$ cat config.mk
export PLATFORM = sky130hd
export DESIGN_NAME = divisor_flotante
export DESIGN_NICKNAME = d
export VERILOG_FILES = /design/src/rtl/divisor_flotante.sv
export SDC_FILE = /design/constraint.sdc
export NUM_CORES = 1
export LEC_CHECK = 0
export ABC_AREA = 1
export ABC_CLOCK_PERIOD_IN_PS = 2000
export CAP_MARGIN = 20
export CORE_ASPECT_RATIO = 1.2
export CORE_UTILIZATION = 50
export DETAILED_ROUTE_END_ITERATION = 6
export PLACE_DENSITY = 0.74
export SKIP_LAST_GASP = 1
export SLEW_MARGIN = 15
export SYNTH_ARGS = -nofsm -noshare
export SYNTH_HDL_FRONTEND = slang
export SYNTH_SLANG_ARGS = --single-unit
$ cat constraint.sdc
create_clock -name i_clk -period 2 [get_ports i_clk]
set_clock_uncertainty 0.05 [all_clocks]
set_input_delay 0.2 -clock i_clk [delete_from_list [all_inputs] [get_ports i_clk]]
set_output_delay 0.2 -clock i_clk [all_outputs]
set_load 0.05 [all_outputs]
$ cat src/rtl/divisor_flotante.sv
// divisor_flotante: sequential divider for the sign/biased-exponent/hidden-1
// minifloat format. Exponents are subtracted and re-biased; mantissas are
// divided with a restoring shift-subtract loop, one quotient bit per cycle.
//
// Handshake: an operand pair is accepted on the rising edge where
// i_valid=1 and o_ready=1; o_ready stays low until the result has been
// presented; o_valid is a one-cycle pulse and needs no ready from the sink.
module divisor_flotante #(
  parameter int NB_EXP = 4,
  parameter int NB_MAN = 3,
  parameter int BIAS   = 7,
  localparam int W     = 1 + NB_EXP + NB_MAN
) (
  input  logic         i_clk,
  input  logic         i_rst_n,
  input  logic         i_valid,
  input  logic [W-1:0] i_dividendo,
  input  logic [W-1:0] i_divisor,
  output logic         o_ready,
  output logic         o_valid,
  output logic [W-1:0] o_cociente,
  output logic         o_overflow,
  output logic         o_underflow
);

  localparam int NE = NB_EXP + 2;             // signed working exponent
  localparam int NQ = NB_MAN + 2;             // quotient / remainder width
  localparam int CW = $clog2(NB_MAN + 3);     // iteration counter width
  localparam logic [CW-1:0] LAST_ITER = CW'(NB_MAN + 1);
  localparam logic signed [NE-1:0] EXP_MAX = NE'((1 << NB_EXP) - 1);
  localparam logic signed [NE-1:0] BIAS_S  = NE'(BIAS);

  typedef enum logic [1:0] {
    IDLE      = 2'd0,
    DIVIDE    = 2'd1,
    NORMALIZE = 2'd2,
    DONE      = 2'd3
  } state_t;

  state_t                 state_q, state_d;
  logic                   sign_q, sign_d;
  logic signed [NE-1:0]   e_tmp_q, e_tmp_d;
  logic [NQ-1:0]          r_q, r_d;
  logic [NB_MAN:0]        d_q, d_d;
  logic [NQ-1:0]          q_q, q_d;
  logic [CW-1:0]          cnt_q, cnt_d;
  logic [W-1:0]           cociente_q, cociente_d;
  logic                   overflow_q, overflow_d;
  logic                   underflow_q, underflow_d;

  // Datapath helpers used by the divide and normalize steps
  logic                   r_ge_d;
  logic [NQ-1:0]          r_minus_d;
  logic signed [NE-1:0]   exp_n;
  logic [NB_MAN-1:0]      man_n;

  // State and datapath register bank
  always_ff @(posedge i_clk or negedge i_rst_n) begin
    if (!i_rst_n) begin
      state_q     <= IDLE;
      sign_q      <= 1'b0;
      e_tmp_q     <= '0;
      r_q         <= '0;
      d_q         <= '0;
      q_q         <= '0;
      cnt_q       <= '0;
      cociente_q  <= '0;
      overflow_q  <= 1'b0;
      underflow_q <= 1'b0;
    end else begin
      state_q     <= state_d;
      sign_q      <= sign_d;
      e_tmp_q     <= e_tmp_d;
      r_q         <= r_d;
      d_q         <= d_d;
      q_q         <= q_d;
      cnt_q       <= cnt_d;
      cociente_q  <= cociente_d;
      overflow_q  <= overflow_d;
      underflow_q <= underflow_d;
    end
  end

  // Next-state and datapath: latch, restoring step, normalize and range check
  always_comb begin
    state_d     = state_q;
    sign_d      = sign_q;
    e_tmp_d     = e_tmp_q;
    r_d         = r_q;
    d_d         = d_q;
    q_d         = q_q;
    cnt_d       = cnt_q;
    cociente_d  = cociente_q;
    overflow_d  = overflow_q;
    underflow_d = underflow_q;

    // Remainder stays below 2*d, so (r-d)<<1 and r<<1 both fit in NQ bits.
    r_ge_d    = (r_q >= {1'b0, d_q});
    r_minus_d = r_q - {1'b0, d_q};

    // Quotient lies in (0.5, 2): its MSB decides whether a shift is needed.
    if (q_q[NQ-1]) begin
      exp_n = e_tmp_q;
      man_n = q_q[NB_MAN:1];
    end else begin
      exp_n = e_tmp_q - $signed(NE'(1));
      man_n = q_q[NB_MAN-1:0];
    end

    unique case (state_q)
      IDLE: begin
        if (i_valid) begin
          sign_d      = i_dividendo[W-1] ^ i_divisor[W-1];
          e_tmp_d     = $signed({2'b00, i_dividendo[W-2:NB_MAN]})
                      - $signed({2'b00, i_divisor[W-2:NB_MAN]}) + BIAS_S;
          r_d         = {2'b01, i_dividendo[NB_MAN-1:0]};
          d_d         = {1'b1, i_divisor[NB_MAN-1:0]};
          q_d         = '0;
          cnt_d       = '0;
          overflow_d  = 1'b0;
          underflow_d = 1'b0;
          state_d     = DIVIDE;
        end
      end
      DIVIDE: begin
        q_d   = {q_q[NQ-2:0], r_ge_d};
        r_d   = r_ge_d ? (r_minus_d << 1) : (r_q << 1);
        cnt_d = cnt_q + CW'(1);
        if (cnt_q == LAST_ITER) begin
          state_d = NORMALIZE;
        end
      end
      NORMALIZE: begin
        if (exp_n > EXP_MAX) begin
          cociente_d = {sign_q, {(W-1){1'b1}}};
          overflow_d = 1'b1;
        end else if (exp_n[NE-1]) begin
          cociente_d  = {sign_q, {(W-1){1'b0}}};
          underflow_d = 1'b1;
        end else begin
          cociente_d = {sign_q, exp_n[NB_EXP-1:0], man_n};
        end
        state_d = DONE;
      end
      DONE: begin
        state_d = IDLE;
      end
      default: begin
        state_d = IDLE;
      end
    endcase
  end

  assign o_ready     = (state_q == IDLE);
  assign o_valid     = (state_q == DONE);
  assign o_cociente  = cociente_q;
  assign o_overflow  = overflow_q;
  assign o_underflow = underflow_q;

endmodule

==> results of run 1 <==
==> Yosys cell counts <==
library cell  instances  share of area
nand3_2               2         0.0093
buf_2                 2         0.0046
nor2_1               14          0.024
o21ai_0              17          0.039
dfrtp_1              36           0.42
a21oi_1               9          0.021
nor2_4                2          0.010
o211ai_1              1         0.0035
xor2_1                4          0.016
clkbuf_1              1         0.0017
o21ai_2               2         0.0081
fa_1                  2          0.019
ha_1                 16          0.093
inv_2                 4         0.0069
a21oi_2               1         0.0041
nor3_2                1         0.0046
nand4_1               4          0.012
inv_1                38          0.066
o22ai_1               5          0.014
or2_1                 1         0.0029
nand2_2               4          0.012
buf_6                 1         0.0052
nor2_2                1         0.0029
xnor2_1               1         0.0041
a21oi_4               1         0.0075
nand3_1              20          0.046
nand2_4               1         0.0052
nand3b_1              2         0.0069
nand2_1              75           0.13
and3_1                1         0.0029
==> layout make-up <==
type	instances	area share
clock buffers	8	0.0342
inverters	42	0.0599
repair buffers	35	0.127
multi-input cells	187	0.411
flip-flops and latches	36	0.342
well taps	54	0.0257
==> layer usage <==
metal / wire (um) / vias up / track usage
li1: - / 933 / -
met1: 1650 / 810 / 0.233
met2: 2020 / 39 / 0.371
met3: 134 / 7 / 0.0470
met4: 71 / 0 / 0.0840
met5: 0 / - / 0
==> cell families (layout without fill, tap and decap cells) <==
group,after synthesis,count (layout),share of synthesized area
AO/OA/AOI/OAI,36,36,0.0979
XOR/XNOR,5,5,0.0203
adder cells (fa/ha/maj),18,18,0.111
buffers and inverters,46,85,0.0845
flip-flops,36,36,0.417
AND/OR/NAND/NOR,128,128,0.269
==> what timing repair did <==
action / CTS / global route
hold endpoints to repair: 0 / 0
resized for setup: 0 / 2
setup endpoints to repair: 0 / 2
==> registers in the layout, indices dropped and copies added, names as in the netlist, 2 cells and up <==
name and count:
cnt_q 3, d_q 4, e_tmp_q 6, o_cociente 8, q_q 5, r_q 5, state_q 2
==> final timing paths <==
| kind | from | endpoint | slack, ps | depth (start not counted) |
|---|---|---|---|---|
| worst min register to register | d_q[3] | d_q[3] | 410 | 2 |
| worst min-delay path | i_rst_n | cnt_q[2] | 280 | 2 |
| max in group asynchronous | i_rst_n | e_tmp_q[3] | 1310 | 2 |
| worst max register to register | r_q[2] | r_q[3] | 250 | 9 |
| worst max-delay path | state_q[0] | o_valid | 130 | 2 |
| min in group i_clk | i_divisor[0] | d_q[0] | 400 | 3 |
==> worst register-to-register path, stage by stage, from the launching register on <==
cell,delay [ps]
dfrtp_1,410
ha_1,360
a21oi_1,180
nand2_1,70
nand2_1,160
nand2_1,140
nand2_1,100
nand3_1,80
nand2_1,60
inv_1,30
==> report_power, final <==
group | internal, mW | switching, mW
combinational | 0.933 | 1.67
clock | 0.281 | 0.247
sequential | 1.07 | 0.229
==> impl_metrics.json, run 1 <==
{
  "fin_ws_ps": 127,
  "p_per_area_nw_per_um2": 1680,
  "pin_count": 31,
  "cp.buffers_inverters": 1,
  "die_h_um": 74.0,
  "wl_per_cell_um": 10.7,
  "final_cell_mix": "nand2_1 (75), inv_1 (38), dfrtp_1 (36)",
  "min_period_over_period": 0.937,
  "cts-root-buf": "clkbuf_8",
  "critPathTopFamily": "buffers and inverters",
  "crit_path_start_kind": "flip-flop",
  "syn_inst": 269,
  "max_stage_delay_ps": 790,
  "worst_pin_slew_ps": 494,
  "final_common_cell": "nand2_1",
  "synth_seq_area_share": 0.417,
  "synth.ff_latch_count": 36,
  "p_leak_nw": 1.32,
  "regArea_um2": 901,
  "crit_type": "reg2out",
  "postRouteAntennaNets": 0,
  "pre_cts_ws_ps": -259,
  "diodes": 0,
  "clk_path_buf_depth": 2,
  "fin_area_um2": 2630,
  "drc": 0,
  "critPathArrivalTime_ps": 1620,
  "cts_max_level": 2,
  "mappedNetlistArea_um2": 2160,
  "placementRows": 25,
  "grt_usage": 0.208,
  "die_area_um2": 4590,
  "cts_buffers": 5,
  "hold_viol": 0,
  "maxCapViolations": 0,
  "fin_crit_ps": 1870,
  "grt_overflow": 0,
  "crit_chain": "ha_1, clkdlybuf4s50_1",
  "cts.sinks": 36,
  "synthDistinctLibCells": 30,
  "yosys_warnings": 0,
  "initial_core_util": 0.536,
  "antenna_found_initial": 0,
  "whs_ps": 280,
  "tns_ps": 0,
  "multiInputGateArea_um2": 1080,
  "cts_tree": "done",
  "peakVddDrop_uv": 854,
  "hold_class": "in2async",
  "status": "finished clean",
  "syn_to_final_growth_pct": 21.8,
  "maxSlewViolCount": 0,
  "path_max_fanout": 4,
  "finalSetupViolCount": 0,
  "synth_fp_nets": 306,
  "nets": 344,
  "grt_pass1_vias": 1726,
  "drt-total-wl_um": 3880,
  "fin_util": 0.652,
  "dr.pass1.iters": 4,
  "path_clk_slew_ps": 70,
  "grt_start_max_net_pins": 37,
  "core_area_um2": 4040,
  "syn_avg_cell_area_um2": 8.03,
  "fmax_ghz": 0.534,
  "die_w_um": 62.0,
  "layout-drive-gt1-share": 0.104,
  "clock_latency_ps": 290,
  "num_vias": 1789,
  "io_buffers": 30,
  "ctsHoldBuffers": 0,
  "cts_setup_buffers": 0,
  "rsz0062_at_grt": "false",
  "finalPower_mw": 4.42,
  "place_inst": 354,
  "max_slew_margin": 0.670,
  "gp_congestion": 0.859,
  "via_per_inst": 4.94,
  "grt_pass1_wl_um": 6980,
  "layout.cells.non_filler": 362,
  "placed_cell_area_um2": 2540,
  "critPathSlowestCell": "clkdlybuf4s50_1",
  "post-dp-hpwl_um": 2970,
  "end_kind": "primary output",
  "required_ps": 1750,
  "drt_iter0_markers": 58,
  "fill_cells": 338
}
(Power assumes the default switching activity.)
==> run 2, diff against run 1 <==
--- a/config.mk
+++ b/config.mk
@@ -10,6 +10,7 @@
 export CAP_MARGIN = 20
 export CORE_ASPECT_RATIO = 1.2
 export CORE_UTILIZATION = 50
+export CTS_CLUSTER_DIAMETER = 200
 export DETAILED_ROUTE_END_ITERATION = 6
 export PLACE_DENSITY = 0.74
 export SKIP_LAST_GASP = 1
==> results of run 2 <==
No change in the layout: final DEF, timing and power equal those of run 1.
